`config.mk`:
```
export PLATFORM = sky130hd
export DESIGN_NAME = descr_ctrl_gen3
export DESIGN_NICKNAME = d
export VERILOG_FILES = /design/src/rtl/descr_ctrl_gen3.sv
export SDC_FILE = /design/constraint.sdc
export NUM_CORES = 1
export LEC_CHECK = 0
export CAP_MARGIN = 20
export CELL_PAD_IN_SITES_DETAIL_PLACEMENT = 0
export CELL_PAD_IN_SITES_GLOBAL_PLACEMENT = 2
export CORE_ASPECT_RATIO = 1.5
export CORE_MARGIN = 5
export CORE_UTILIZATION = 31
export DETAILED_ROUTE_END_ITERATION = 8
export MAX_ROUTING_LAYER = met4
export PLACE_DENSITY = 0.92
export SKIP_CTS_REPAIR_TIMING = 1
export SYNTH_ARGS = -nofsm -noshare
export SYNTH_HDL_FRONTEND = slang
export SYNTH_SLANG_ARGS = --single-unit
```
`constraint.sdc`:
```
create_clock -name TX_CLK -period 6.8 [get_ports TX_CLK]
set_input_delay 0.68 -clock TX_CLK [delete_from_list [all_inputs] [get_ports TX_CLK]]
set_output_delay 0.68 -clock TX_CLK [all_outputs]
set_load 0.03 [all_outputs]
```
`src/rtl/descr_ctrl_gen3.sv`:
```
// Gen3 (128b/130b) descrambler sequencing controller for one RX lane.
// Optional feature macro: DESCR_SKP_VAR_LEN_EN (variable-length SKP OS terminated by SKP_END).
module descr_ctrl_gen3 #(
  parameter int SKP_MAX  = 24,
  parameter int BLK_SYMS = 16
) (
  input  logic       TX_CLK,
  input  logic       rst,
  input  logic       gen3_mode,
  input  logic       back_pressure,
  input  logic       sym_valid,
  input  logic       blk_start,
  input  logic [1:0] sync_hdr,
  input  logic [7:0] sym_in,
  output logic [7:0] sym_out,
  output logic       sym_out_valid,
  output logic       descr_en,
  output logic       advance,
  output logic       EN,
  output logic       GEN,
  output logic       LFSR_RST,
  output logic       blk_err
);

  typedef enum logic [2:0] {IDLE, DATA, OS, SKP, SKP_TAIL, EIEOS} state_t;

  localparam logic [4:0] BLK_LAST = 5'(BLK_SYMS - 1);
  localparam logic [4:0] SKP_LAST = 5'(SKP_MAX - 1);
  localparam logic [7:0] SKP_SYM  = 8'hAA;
  localparam logic [7:0] EIE_SYM  = 8'h00;
`ifdef DESCR_SKP_VAR_LEN_EN
  localparam logic [7:0] SKP_END  = 8'hE1;
`endif

  state_t     state_q, state_d, cls;
  logic [4:0] idx_q, idx_d, cur_idx;
  logic [7:0] sym_out_q;
  logic       vld_q, dscr_q, adv_q, err_q, last_q, gen_q;
  logic       dscr_d, adv_d, err_d, last_d, acc;
  logic       seed_rst_q, eie_rst_q;

  // cls is the block class of the symbol being accepted; it drives both the
  // next state and the per-symbol controls registered alongside sym_out.
  always_comb begin
    acc     = sym_valid && !back_pressure;
    state_d = state_q;
    idx_d   = idx_q;
    cls     = state_q;
    cur_idx = idx_q;
    err_d   = 1'b0;
    last_d  = 1'b0;
    if (!back_pressure && !gen3_mode) begin
      state_d = IDLE;
      idx_d   = '0;
      cls     = IDLE;
    end else if (acc) begin
      if (blk_start) begin
        cur_idx = '0;
        err_d   = (state_q != IDLE);
        case (sync_hdr)
          2'b10: cls = DATA;
          2'b01: begin
            if (sym_in == SKP_SYM)      cls = SKP;
            else if (sym_in == EIE_SYM) cls = EIEOS;
            else                        cls = OS;
          end
          default: begin
            cls   = OS;
            err_d = 1'b1;
          end
        endcase
      end else if (state_q == IDLE) begin
        err_d = 1'b1;
      end
      state_d = cls;
      idx_d   = cur_idx + 5'd1;
      case (cls)
        DATA, OS: begin
          if (cur_idx == BLK_LAST) begin
            state_d = IDLE;
            idx_d   = '0;
          end
        end
        EIEOS: begin
          if (cur_idx == BLK_LAST) begin
            state_d = IDLE;
            idx_d   = '0;
            last_d  = 1'b1;
          end
        end
        SKP: begin
`ifdef DESCR_SKP_VAR_LEN_EN
          // SKP_END only counts on a 4-symbol boundary; idx restarts for the tail
          if (sym_in == SKP_END && cur_idx[1:0] == 2'b00 && cur_idx != 5'd0 &&
              cur_idx <= 5'd20) begin
            state_d = SKP_TAIL;
            idx_d   = '0;
          end else if (cur_idx == SKP_LAST) begin
            state_d = IDLE;
            idx_d   = '0;
            err_d   = 1'b1;
          end
`else
          if (cur_idx == BLK_LAST) begin
            state_d = IDLE;
            idx_d   = '0;
          end else if (cur_idx == SKP_LAST) begin
            state_d = IDLE;
            idx_d   = '0;
            err_d   = 1'b1;
          end
`endif
        end
        SKP_TAIL: begin
          if (cur_idx == 5'd2) begin
            state_d = IDLE;
            idx_d   = '0;
          end
        end
        default: idx_d = '0;
      endcase
    end
    dscr_d = acc && (cls == DATA);
    adv_d  = acc && (cls == DATA || cls == OS || cls == EIEOS);
  end

  always_ff @(posedge TX_CLK) begin
    if (rst) begin
      state_q    <= IDLE;
      idx_q      <= '0;
      sym_out_q  <= '0;
      vld_q      <= 1'b0;
      dscr_q     <= 1'b0;
      adv_q      <= 1'b0;
      err_q      <= 1'b0;
      last_q     <= 1'b0;
      gen_q      <= 1'b0;
      seed_rst_q <= 1'b1;
      eie_rst_q  <= 1'b0;
    end else begin
      seed_rst_q <= 1'b0;
      if (!back_pressure) begin
        state_q   <= state_d;
        idx_q     <= idx_d;
        gen_q     <= gen3_mode;
        vld_q     <= sym_valid;
        if (sym_valid) sym_out_q <= sym_in;
        dscr_q    <= dscr_d;
        adv_q     <= adv_d;
        err_q     <= err_d;
        last_q    <= last_d;
        // last EIEOS symbol was consumed this cycle; reseed on the next one
        eie_rst_q <= last_q;
      end
    end
  end

  // Stalled cycles show the held symbol but qualify nothing.
  assign sym_out       = sym_out_q;
  assign sym_out_valid = vld_q && !back_pressure;
  assign EN            = sym_out_valid;
  assign descr_en      = dscr_q && !back_pressure;
  assign advance       = adv_q && !back_pressure;
  assign blk_err       = err_q && !back_pressure;
  assign GEN           = gen_q;
  assign LFSR_RST      = seed_rst_q || (eie_rst_q && !back_pressure);

endmodule

```
==> results of run 1 <==
-- synthesized netlist by cell type, drive strengths merged, types with 2 or more instances --
| cell | count | share of area, % |
|---|---|---|
| or3 | 2 | 0.86 |
| and2 | 2 | 0.95 |
| a21oi | 14 | 5.1 |
| buf | 6 | 3.4 |
| nor2 | 14 | 3.6 |
| and3b | 2 | 1.2 |
| nand3 | 5 | 2.1 |
| clkbuf | 2 | 0.52 |
| a32oi | 3 | 1.8 |
| a22oi | 2 | 1.0 |
| o21ai | 6 | 2.1 |
| nor2b | 7 | 3.0 |
| ha | 6 | 5.2 |
| inv | 10 | 2.6 |
| a21o | 5 | 2.6 |
| nor3 | 6 | 2.1 |
| a211oi | 2 | 1.4 |
| nand2 | 32 | 8.8 |
| and2b | 3 | 1.5 |
| dfxtp | 24 | 33 |
| mux2i | 2 | 1.4 |
-- power by group --
group          leakage (nW)  internal [W]  switching (W)
sequential            0.195      0.000144     0.00000195
combinational         0.511     0.0000225      0.0000300
clock                0.0357     0.0000787      0.0000474
-- worst max-delay path, delay by kind of cell --
family                     cells  cell delay, ns
AOI/OAI and AO/OA              4            0.71
and+or+nand+nor                4            0.49
adders and majority gates      2            0.46
buffers and inverters          4            1.05
-- cells in the final DEF (no fill, tap or decap), types with 2 or more instances in the layout --
cell type / instances
nand2_1: 31
clkdlybuf4s50_1: 30
dfxtp_1: 24
nor2_1: 14
a21oi_1: 13
inv_1: 10
nor2b_1: 7
nor3_1: 6
ha_1: 6
a21o_1: 5
o21ai_0: 5
nand3_1: 4
and2b_1: 3
a32oi_1: 3
clkbuf_8: 3
and3b_1: 2
or3_1: 2
a22oi_1: 2
mux2i_1: 2
-- area by class of cell --
class	instances	area [um^2]	area share (%)
timing repair buffer	30	300.3	16.33
multi-input combinational	135	869.6	47.28
clock buffer	3	41.29	2.245
tap	64	80.08	4.354
clock inverter	1	30.03	1.633
sequential	24	480.5	26.12
inverter	10	37.54	2.041
-- flip-flops by register name, summed over array words and instances (netlist names) --
| register | flops |
|---|---|
| err_q | 1 |
| adv_q | 1 |
| idx_q | 5 |
| last_q | 1 |
| eie_rst_q | 1 |
| dscr_q | 1 |
| vld_q | 1 |
| state_q | 3 |
| sym_out | 8 |
| GEN | 1 |
| seed_rst_q | 1 |
-- worst paths after layout --
check	end	slack (ns)	cells after the start
max	idx_q[3]$_SDFFE_PP0P_	3.61	14
min	sym_out[4]$_SDFFE_PP0P_	0.46	2
max reg2reg	idx_q[3]$_SDFFE_PP0P_	4.63	11
min reg2reg	sym_out[4]$_SDFFE_PP0P_	0.46	2
-- cell families after synthesis --
group / after synthesis / share of synthesized area [%]
and+or+nand+nor: 81 / 29.00
AOI/OAI and AO/OA: 46 / 24.27
DFF: 24 / 33.05
buffers and inverters: 19 / 7.143
adders and majority gates: 6 / 5.163
muxes: 2 / 1.377
-- metrics by stage --
stage,instances,area (um^2),total power [W]
2_1_floorplan,178,1454,0.0001810
3_3_place_gp,263,1768,0.0002027
5_1_grt,267,1839,0.0003391
4_1_cts,267,1839,0.0003298
6_report,267,1839,0.0003249
3_5_place_dp,263,1768,0.0002026
-- per-layer routing --
layer | vias to the layer above | share of wire [%] | routed length [um] | track usage, %
li1 | 673 | - | - | -
met1 | 607 | 41 | 1445 | 13.15
met2 | 28 | 54 | 1911 | 22.51
met3 | 4 | 3.0 | 107 | 1.677
met4 | 0 | 1.5 | 53 | 5.190
met5 | - | 0 | 0 | -
==> results.cfg, run 1 <==
[die]
die_area_um2 = 6188
initial_core_util_pct = 32.01
ios = 31
core_um2 = 4542
rows = 30
die_w_um = 65.92
fp.dieH_um = 93.88

[sta]
worst_slack_ns = 3.610
setup-violations-final = 0
worst_slew_pin_slew_ns = 0.9082
hold_viol_final = 0
clock.fmax_mhz = 313.5
drv_slew = 0
fin_tns_setup_ns = 0
fin_crit_ns = 3.190
grt_setup_unrepaired = false
hold-worst-slack_ns = 0.4593
period_share_pct = 46.92
worst_clock_skew_ns = 0.002740
relSlewSlack_pct = 39.26

[cts]
htreeDepth = 1
cts_root_buf = clkbuf_8
cts_buffer_depth = 2
clock_latency_ns = 0.26
clk_pin_slew_ns = 0.09
cts_buffers = 3
cts_sinks = 24
cts_tree = built

[pwr]
power_density_nw_per_um2 = 176.6
leakage_nw = 0.7419
ir_drop_v = 0.0001161

[detailed_routing]
drc_errors = 0
drtPass1Iterations = 4
ant_nets = 0
drt-wirelength-per-cell_um = 13.17
vias_per_cell = 4.914
via_count = 1312
dr.first_iter.drc_count = 27
wirelength_um = 3517

[worst_setup_path]
r2r-start = idx_q[1]$_SDFFE_PP0P_
critPathSlowestCell = clkdlybuf4s50_1
crit_fanout = 14
crit_type = input pin to flop
cp-end-kind = flop
cp-start-kind = input pin
crit_start = blk_start
crit_arrival_ns = 3.41
required_ns = 7.02
path_common_cell = inv_1
crit_chain = clkdlybuf4s50_1 -> inv_1 -> nand2_1 -> inv_1 -> ha_1 -> and3b_1 -> nand2_1 -> inv_1 -> ha_1 -> a21oi_1 -> nand3_1 -> o211a_1 -> a2111oi_2 -> a21o_1
critPathMaxStageDelay_ns = 0.78

[run_status]
status = completed

[grt]
antenna_found_initial = 0
grt.total_usage_pct = 12.40
grt_pass1_vias = 1306
grt_pass1_wl_um = 5823
grt-ovfl-total = 0
grt_max_degree = 24

[synth]
ys_types = 52
yosys_warnings = 0
synth_flop_cell = dfxtp_1
ys_ff_latch = 24
synth_edf_count = 0
ys_async_sr_fraction_pct = 0
ys_seq_area_share_pct = 33.05
synth_fp_nets = 200
syn_area_um2 = 1454
netlist_instances = 178
syn_area_per_cell_um2 = 8.168

[placed_design]
dp_hpwl_um = 2737
port_buffers = 30
place_worst_setup_slack_ns = 3.358
gp_congestion = 0.8324

[final_layout]
diodes = 0
final_nets = 226
nFillCells = 469
drive_above_1_share_pct = 9.360
area_growth_pct = 26.51
final_core_util_pct = 40.50

[flow_run]
cap_violations = 0

[min_path]
worstHoldStart = sym_out[4]$_SDFFE_PP0P_
hold_class = flop to flop
Power figures use the tool's default switching activity.
==> run 2, diff against run 1 <==
--- a/config.mk
+++ b/config.mk
@@ -10,10 +10,10 @@
 export CELL_PAD_IN_SITES_GLOBAL_PLACEMENT = 2
 export CORE_ASPECT_RATIO = 1.5
 export CORE_MARGIN = 5
-export CORE_UTILIZATION = 31
+export CORE_UTILIZATION = 29
 export DETAILED_ROUTE_END_ITERATION = 8
 export MAX_ROUTING_LAYER = met4
-export PLACE_DENSITY = 0.92
+export PLACE_DENSITY = 0.87
 export SKIP_CTS_REPAIR_TIMING = 1
 export SYNTH_ARGS = -nofsm -noshare
 export SYNTH_HDL_FRONTEND = slang
==> constraint.sdc (replaced) <==
create_clock -name TX_CLK -period 3.1 [get_ports TX_CLK]
set_input_delay 0.31 -clock TX_CLK [delete_from_list [all_inputs] [get_ports TX_CLK]]
set_output_delay 0.31 -clock TX_CLK [all_outputs]
set_load 0.03 [all_outputs]
==> run 2 against run 1 <==
Die area grew 6.0%. Total power grew 120%. Cell count grew 2.6%. Worst hold slack gained 0.0031 ns. Sequential cell count is the same. Sequential power grew 120%. Critical path type unchanged. Largest power group unchanged.
==> results.cfg, run 2 (synthesized netlist as in run 1, its figures left out) <==
[sta]
hold-worst-slack_ns = 0.4624
fin_crit_ns = 2.681
fin_tns_setup_ns = 0
clock.fmax_mhz = 373.0
hold_viol_final = 0
grt_setup_unrepaired = false
worst_clock_skew_ns = 0.002290
period_share_pct = 86.48
setup-violations-final = 0
worst_slew_pin_slew_ns = 0.4215
relSlewSlack_pct = 71.68
drv_slew = 0

[detailed_routing]
wirelength_um = 3681
dr.first_iter.drc_count = 47
drtPass1Iterations = 4
vias_per_cell = 4.818
drc_errors = 0
ant_nets = 0
drt-wirelength-per-cell_um = 13.43
via_count = 1320

[die]
die_area_um2 = 6559
fp.dieH_um = 96.72
ios = 31
rows = 31
core_um2 = 4848
initial_core_util_pct = 29.99
die_w_um = 67.81

[grt]
grt_pass1_vias = 1416
grt.total_usage_pct = 12.69
grt-ovfl-total = 0
grt_use_met3_pct = 2.086
grt_max_degree = 21
grt.met2_usage_pct = 22.88
grt_pass1_wl_um = 6410
use_met1_pct = 13.59
grt.busiest_layer = met2
antenna_found_initial = 0

[worst_setup_path]
path_buf_inv = 4
crit_start = blk_start
crit_family = buffers and inverters
critPathSlowestCell = clkdlybuf4s50_1
crit_fanout = 8
critPathMaxStageDelay_ns = 0.59
crit_type = input pin to flop
path_common_cell = inv_1
crit_arrival_ns = 2.90
required_ns = 3.32
r2r-start = idx_q[1]$_SDFFE_PP0P_
cp-end-kind = flop
cp-start-kind = input pin
crit_chain = clkdlybuf4s50_1 -> inv_1 -> nand2_1 -> inv_1 -> ha_1 -> and3b_1 -> nand2_1 -> inv_1 -> ha_1 -> a21oi_1 -> nand3_1 -> o211a_1 -> a2111oi_2 -> a21o_1

[cts]
clk_pin_slew_ns = 0.09
cts_buffers = 3
cts_buffer_depth = 2
cts_root_buf = clkbuf_8
clock_latency_ns = 0.27
htreeDepth = 1
cts_tree = built
cts_sinks = 24

[final_layout]
layout_common_cells = nand2_1 (31), clkdlybuf4s50_1 (30), dfxtp_1 (24)
final_nets = 231
layout_commonest_cell = nand2_1
drive_above_1_share_pct = 11.54
area_growth_pct = 29.26
final_core_util_pct = 38.76
nFillCells = 523
diodes = 0
largest_reg_flops = 8

[placed_design]
port_buffers = 30
dp_hpwl_um = 2888
gp_congestion = 0.8225

[pwr]
leakage_nw = 0.7657
ir_drop_v = 0.0002293
totalPowerFinal_w = 0.0007204
power_density_nw_per_um2 = 383.3

[run_status]
status = completed

[flow_run]
cap_violations = 0

[min_path]
hold_class = flop to flop
worstHoldStart = sym_out[4]$_SDFFE_PP0P_
==> run 2: cell types whose count changed in the layout (fill, tap and decap cells not counted) <==
cell	delta
buf_4	+5
==> run 2: worst reg2reg max path, stage by stage, from the launching register on <==
cell and delay [ns]:
dfxtp_1 0.33, nor2b_1 0.15, ha_1 0.23, and3b_1 0.19, nand2_1 0.09, inv_1 0.04, ha_1 0.28, a21oi_1 0.20
nand3_1 0.12, o211a_1 0.15, a2111oi_2 0.29, a21o_1 0.12
==> run 2: path summary, 6_finish.rpt <==
check | cells after the start | to | slack [ns]
worst max-delay path | 14 | idx_q[3]$_SDFFE_PP0P_ | 0.42
worst min-delay path | 2 | sym_out[4]$_SDFFE_PP0P_ | 0.46
worst max register to register | 11 | idx_q[3]$_SDFFE_PP0P_ | 0.86
worst min register to register | 2 | sym_out[4]$_SDFFE_PP0P_ | 0.46
==> run 2: area by class of cell <==
class	instances	area (um^2)	share of cell area [%]
clock inverters	1	30.03	1.598
inverters	10	37.54	1.997
multi-input cells	135	869.6	46.27
flip-flops and latches	24	480.5	25.57
clock buffers	3	41.29	2.197
well taps	66	82.58	4.394
repair buffers	35	337.8	17.98
==> run 2: metal layers <==
layer,share of wire [%],vias up
met2,55,19
met4,1.4,0
li1,-,676
met3,3.0,5
met1,40,620
met5,0,-
==> run 2: report_power, final <==
| part | leakage, nW | total (W) | switching, W | internal (W) |
|---|---|---|---|---|
| registers | 0.195 | 0.000321 | 0.00000435 | 0.000317 |
| logic | 0.535 | 0.000121 | 0.0000675 | 0.0000531 |
| clock network | 0.0357 | 0.000279 | 0.000106 | 0.000173 |
==> run 2: metrics by stage <==
stage	worst slack, ns	cells	area [um^2]
finish	0.4192	274	1879
global route	0.1698	274	1879
CTS	0.3837	274	1879
detailed placement	0.1034	270	1808
global placement	0.1109	270	1808
floorplan	0.8603	178	1454
==> run 3, diff against run 2 <==
--- a/config.mk
+++ b/config.mk
@@ -8,7 +8,7 @@
 export CAP_MARGIN = 20
 export CELL_PAD_IN_SITES_DETAIL_PLACEMENT = 0
 export CELL_PAD_IN_SITES_GLOBAL_PLACEMENT = 2
-export CORE_ASPECT_RATIO = 1.5
+export CORE_ASPECT_RATIO = 0.75
 export CORE_MARGIN = 5
 export CORE_UTILIZATION = 29
 export DETAILED_ROUTE_END_ITERATION = 8
==> run 3 against run 2 <==
Sequential share of layout area rose by 0.42 points. Die area fell by 0.22%. Non-clock buffer count increased by 1. Count of clock-buffer cells in the layout stayed put. Core utilization fell by 0.81 points. Total power is 13% lower. Register-to-register slack better by 0.05 ns. Sequential cell count is the same. Sequential power is essentially flat. Fmax increased by 5.2%. First-iteration DRC count increased by 64%. Critical endpoint unchanged. Highest routed layer unchanged.
==> results.cfg, run 3 (synthesized netlist as in run 1, its figures left out) <==
[sta]
relSlewSlack_pct = 68.73
worst_slew_pin_slew_ns = 0.4654
worst_slack_ns = 0.5511
drv_slew = 0
period_share_pct = 82.22
setup-violations-final = 0
fin_crit_ns = 2.549
grt_setup_unrepaired = false
hold_viol_final = 0
fin_tns_setup_ns = 0
worst_clock_skew_ns = 0.004918
clock.fmax_mhz = 392.3

[cts]
cts_tree = built
clk_pin_slew_ns = 0.08
cts_root_buf = clkbuf_8
htreeDepth = 1
cts_buffers = 3
cts_buffer_depth = 2
clock_latency_ns = 0.27
cts_sinks = 24

[final_layout]
final_core_util_pct = 37.96
diodes = 0
layout_common_cells = nand2_1 (31), clkdlybuf4s50_1 (30), dfxtp_1 (24)
drive_above_1_share_pct = 11.54
largest_reg_flops = 8
final_nets = 232
area_growth_pct = 27.19
layout_commonest_cell = nand2_1

[pwr]
switching_share_pct = 26.95
pwr-share-comb_pct = 19.3
power_density_nw_per_um2 = 338.6
power.clock.fraction_pct = 29.5
leakage_nw = 0.7564
sequentialPowerShare_pct = 51.2
power.switching_w = 0.0001688
ir_drop_v = 0.0001248
p_int_w = 0.0004574

[die]
die_w_um = 91.76
core_um2 = 4872
initial_core_util_pct = 29.84
fp.dieH_um = 71.32
rows = 22
ios = 31
die_area_um2 = 6544

[grt]
grt.total_usage_pct = 11.46
grt_pass1_vias = 1203
grt_pass1_wl_um = 5885
antenna_found_initial = 0
grt_max_degree = 21
grt-ovfl-total = 0

[worst_setup_path]
critPathSlowestCell = clkdlybuf4s50_1
critPathMaxStageDelay_ns = 0.53
cp-start-kind = input pin
crit_fanout = 8
path_common_cell = inv_1
path_buf_inv = 4
crit_chain = clkdlybuf4s50_1 -> inv_1 -> nand2_1 -> inv_1 -> ha_1 -> and3b_1 -> nand2_1 -> inv_1 -> ha_1 -> a21oi_1 -> nand3_1 -> o211a_1 -> a2111oi_2 -> a21o_1
crit_type = input pin to flop
required_ns = 3.31
crit_arrival_ns = 2.76
cp-end-kind = flop
crit_family = buffers and inverters

[detailed_routing]
drtPass1Iterations = 4
via_count = 1322
ant_nets = 0
drt-wirelength-per-cell_um = 13.44
dr.first_iter.drc_count = 77
vias_per_cell = 4.933
drc_errors = 0
wirelength_um = 3603

[flow_run]
cap_violations = 0

[placed_design]
dp_hpwl_um = 2831
place_worst_setup_slack_ns = 0.2774
port_buffers = 30
gp_congestion = 0.8119

[min_path]
hold_class = flop to flop

[run_status]
status = completed
==> run 3: changes by cell type in the layout (fill, tap and decap cells not counted) <==
cell / before / now
buf_4: 5 / 6
bufinv_16: 1 / 0
==> run 3: power groups by stage <==
| stage | Clock (W) | Sequential (W) | Combinational (W) |
|---|---|---|---|
| 3_5_place_dp | 0 | 0.000328 | 0.000121 |
| 6_report | 0.000185 | 0.000321 | 0.000121 |
| 4_1_cts | 0.000194 | 0.000321 | 0.000122 |
| 5_1_grt | 0.000210 | 0.000322 | 0.000131 |
| 2_1_floorplan | 0 | 0.000338 | 0.0000587 |
| 3_3_place_gp | 0 | 0.000328 | 0.000122 |
==> run 3: path summary, 6_finish.rpt <==
check                          start                       to  slack (ns)  depth (start not counted)
max                        blk_start    idx_q[3]$_SDFFE_PP0P_        0.55                         14
min          sym_out[1]$_SDFFE_PP0P_  sym_out[1]$_SDFFE_PP0P_        0.46                          2
max reg2reg    idx_q[1]$_SDFFE_PP0P_    idx_q[3]$_SDFFE_PP0P_        0.91                         11
min reg2reg  sym_out[1]$_SDFFE_PP0P_  sym_out[1]$_SDFFE_PP0P_        0.46                          2
==> run 3: layout make-up <==
cell class,instances,area [um^2]
clock buffer,3,41.29
fill,507,3023
inverter,10,37.54
multi-input combinational,135,869.6
sequential,24,480.5
tap,60,75.07
timing repair buffer,36,345.3
==> run 3: per-stage QoR <==
step	total power, W	hold slack [ns]	std cells	instance area [um^2]
after floorplan	0.0003970	0.3377	178	1454
after global placement	0.0004504	0.4458	265	1808
after detailed placement	0.0004495	0.4547	265	1808
after CTS	0.0006370	0.4678	268	1849
after global routing	0.0006629	0.4787	268	1849
final	0.0006262	0.4630	268	1849
==> run 3: worst register-to-register path, delay by kind of cell, from the launching register on <==
family	cells	cell delay [ns]
compound gates	4	0.71
fa+ha+maj	2	0.50
buf+inv	1	0.05
flops	1	0.33
simple gates	4	0.54
==> run 3: per-layer routing <==
metal  up-vias  routed length (um)  global-route usage [%]
li1        684                   -                       -
met1       597                2028                   17.25
met2        39                1365                   15.06
met3         2                 172                   2.623
met4         0                  36                   2.965
met5         -                   0                       -
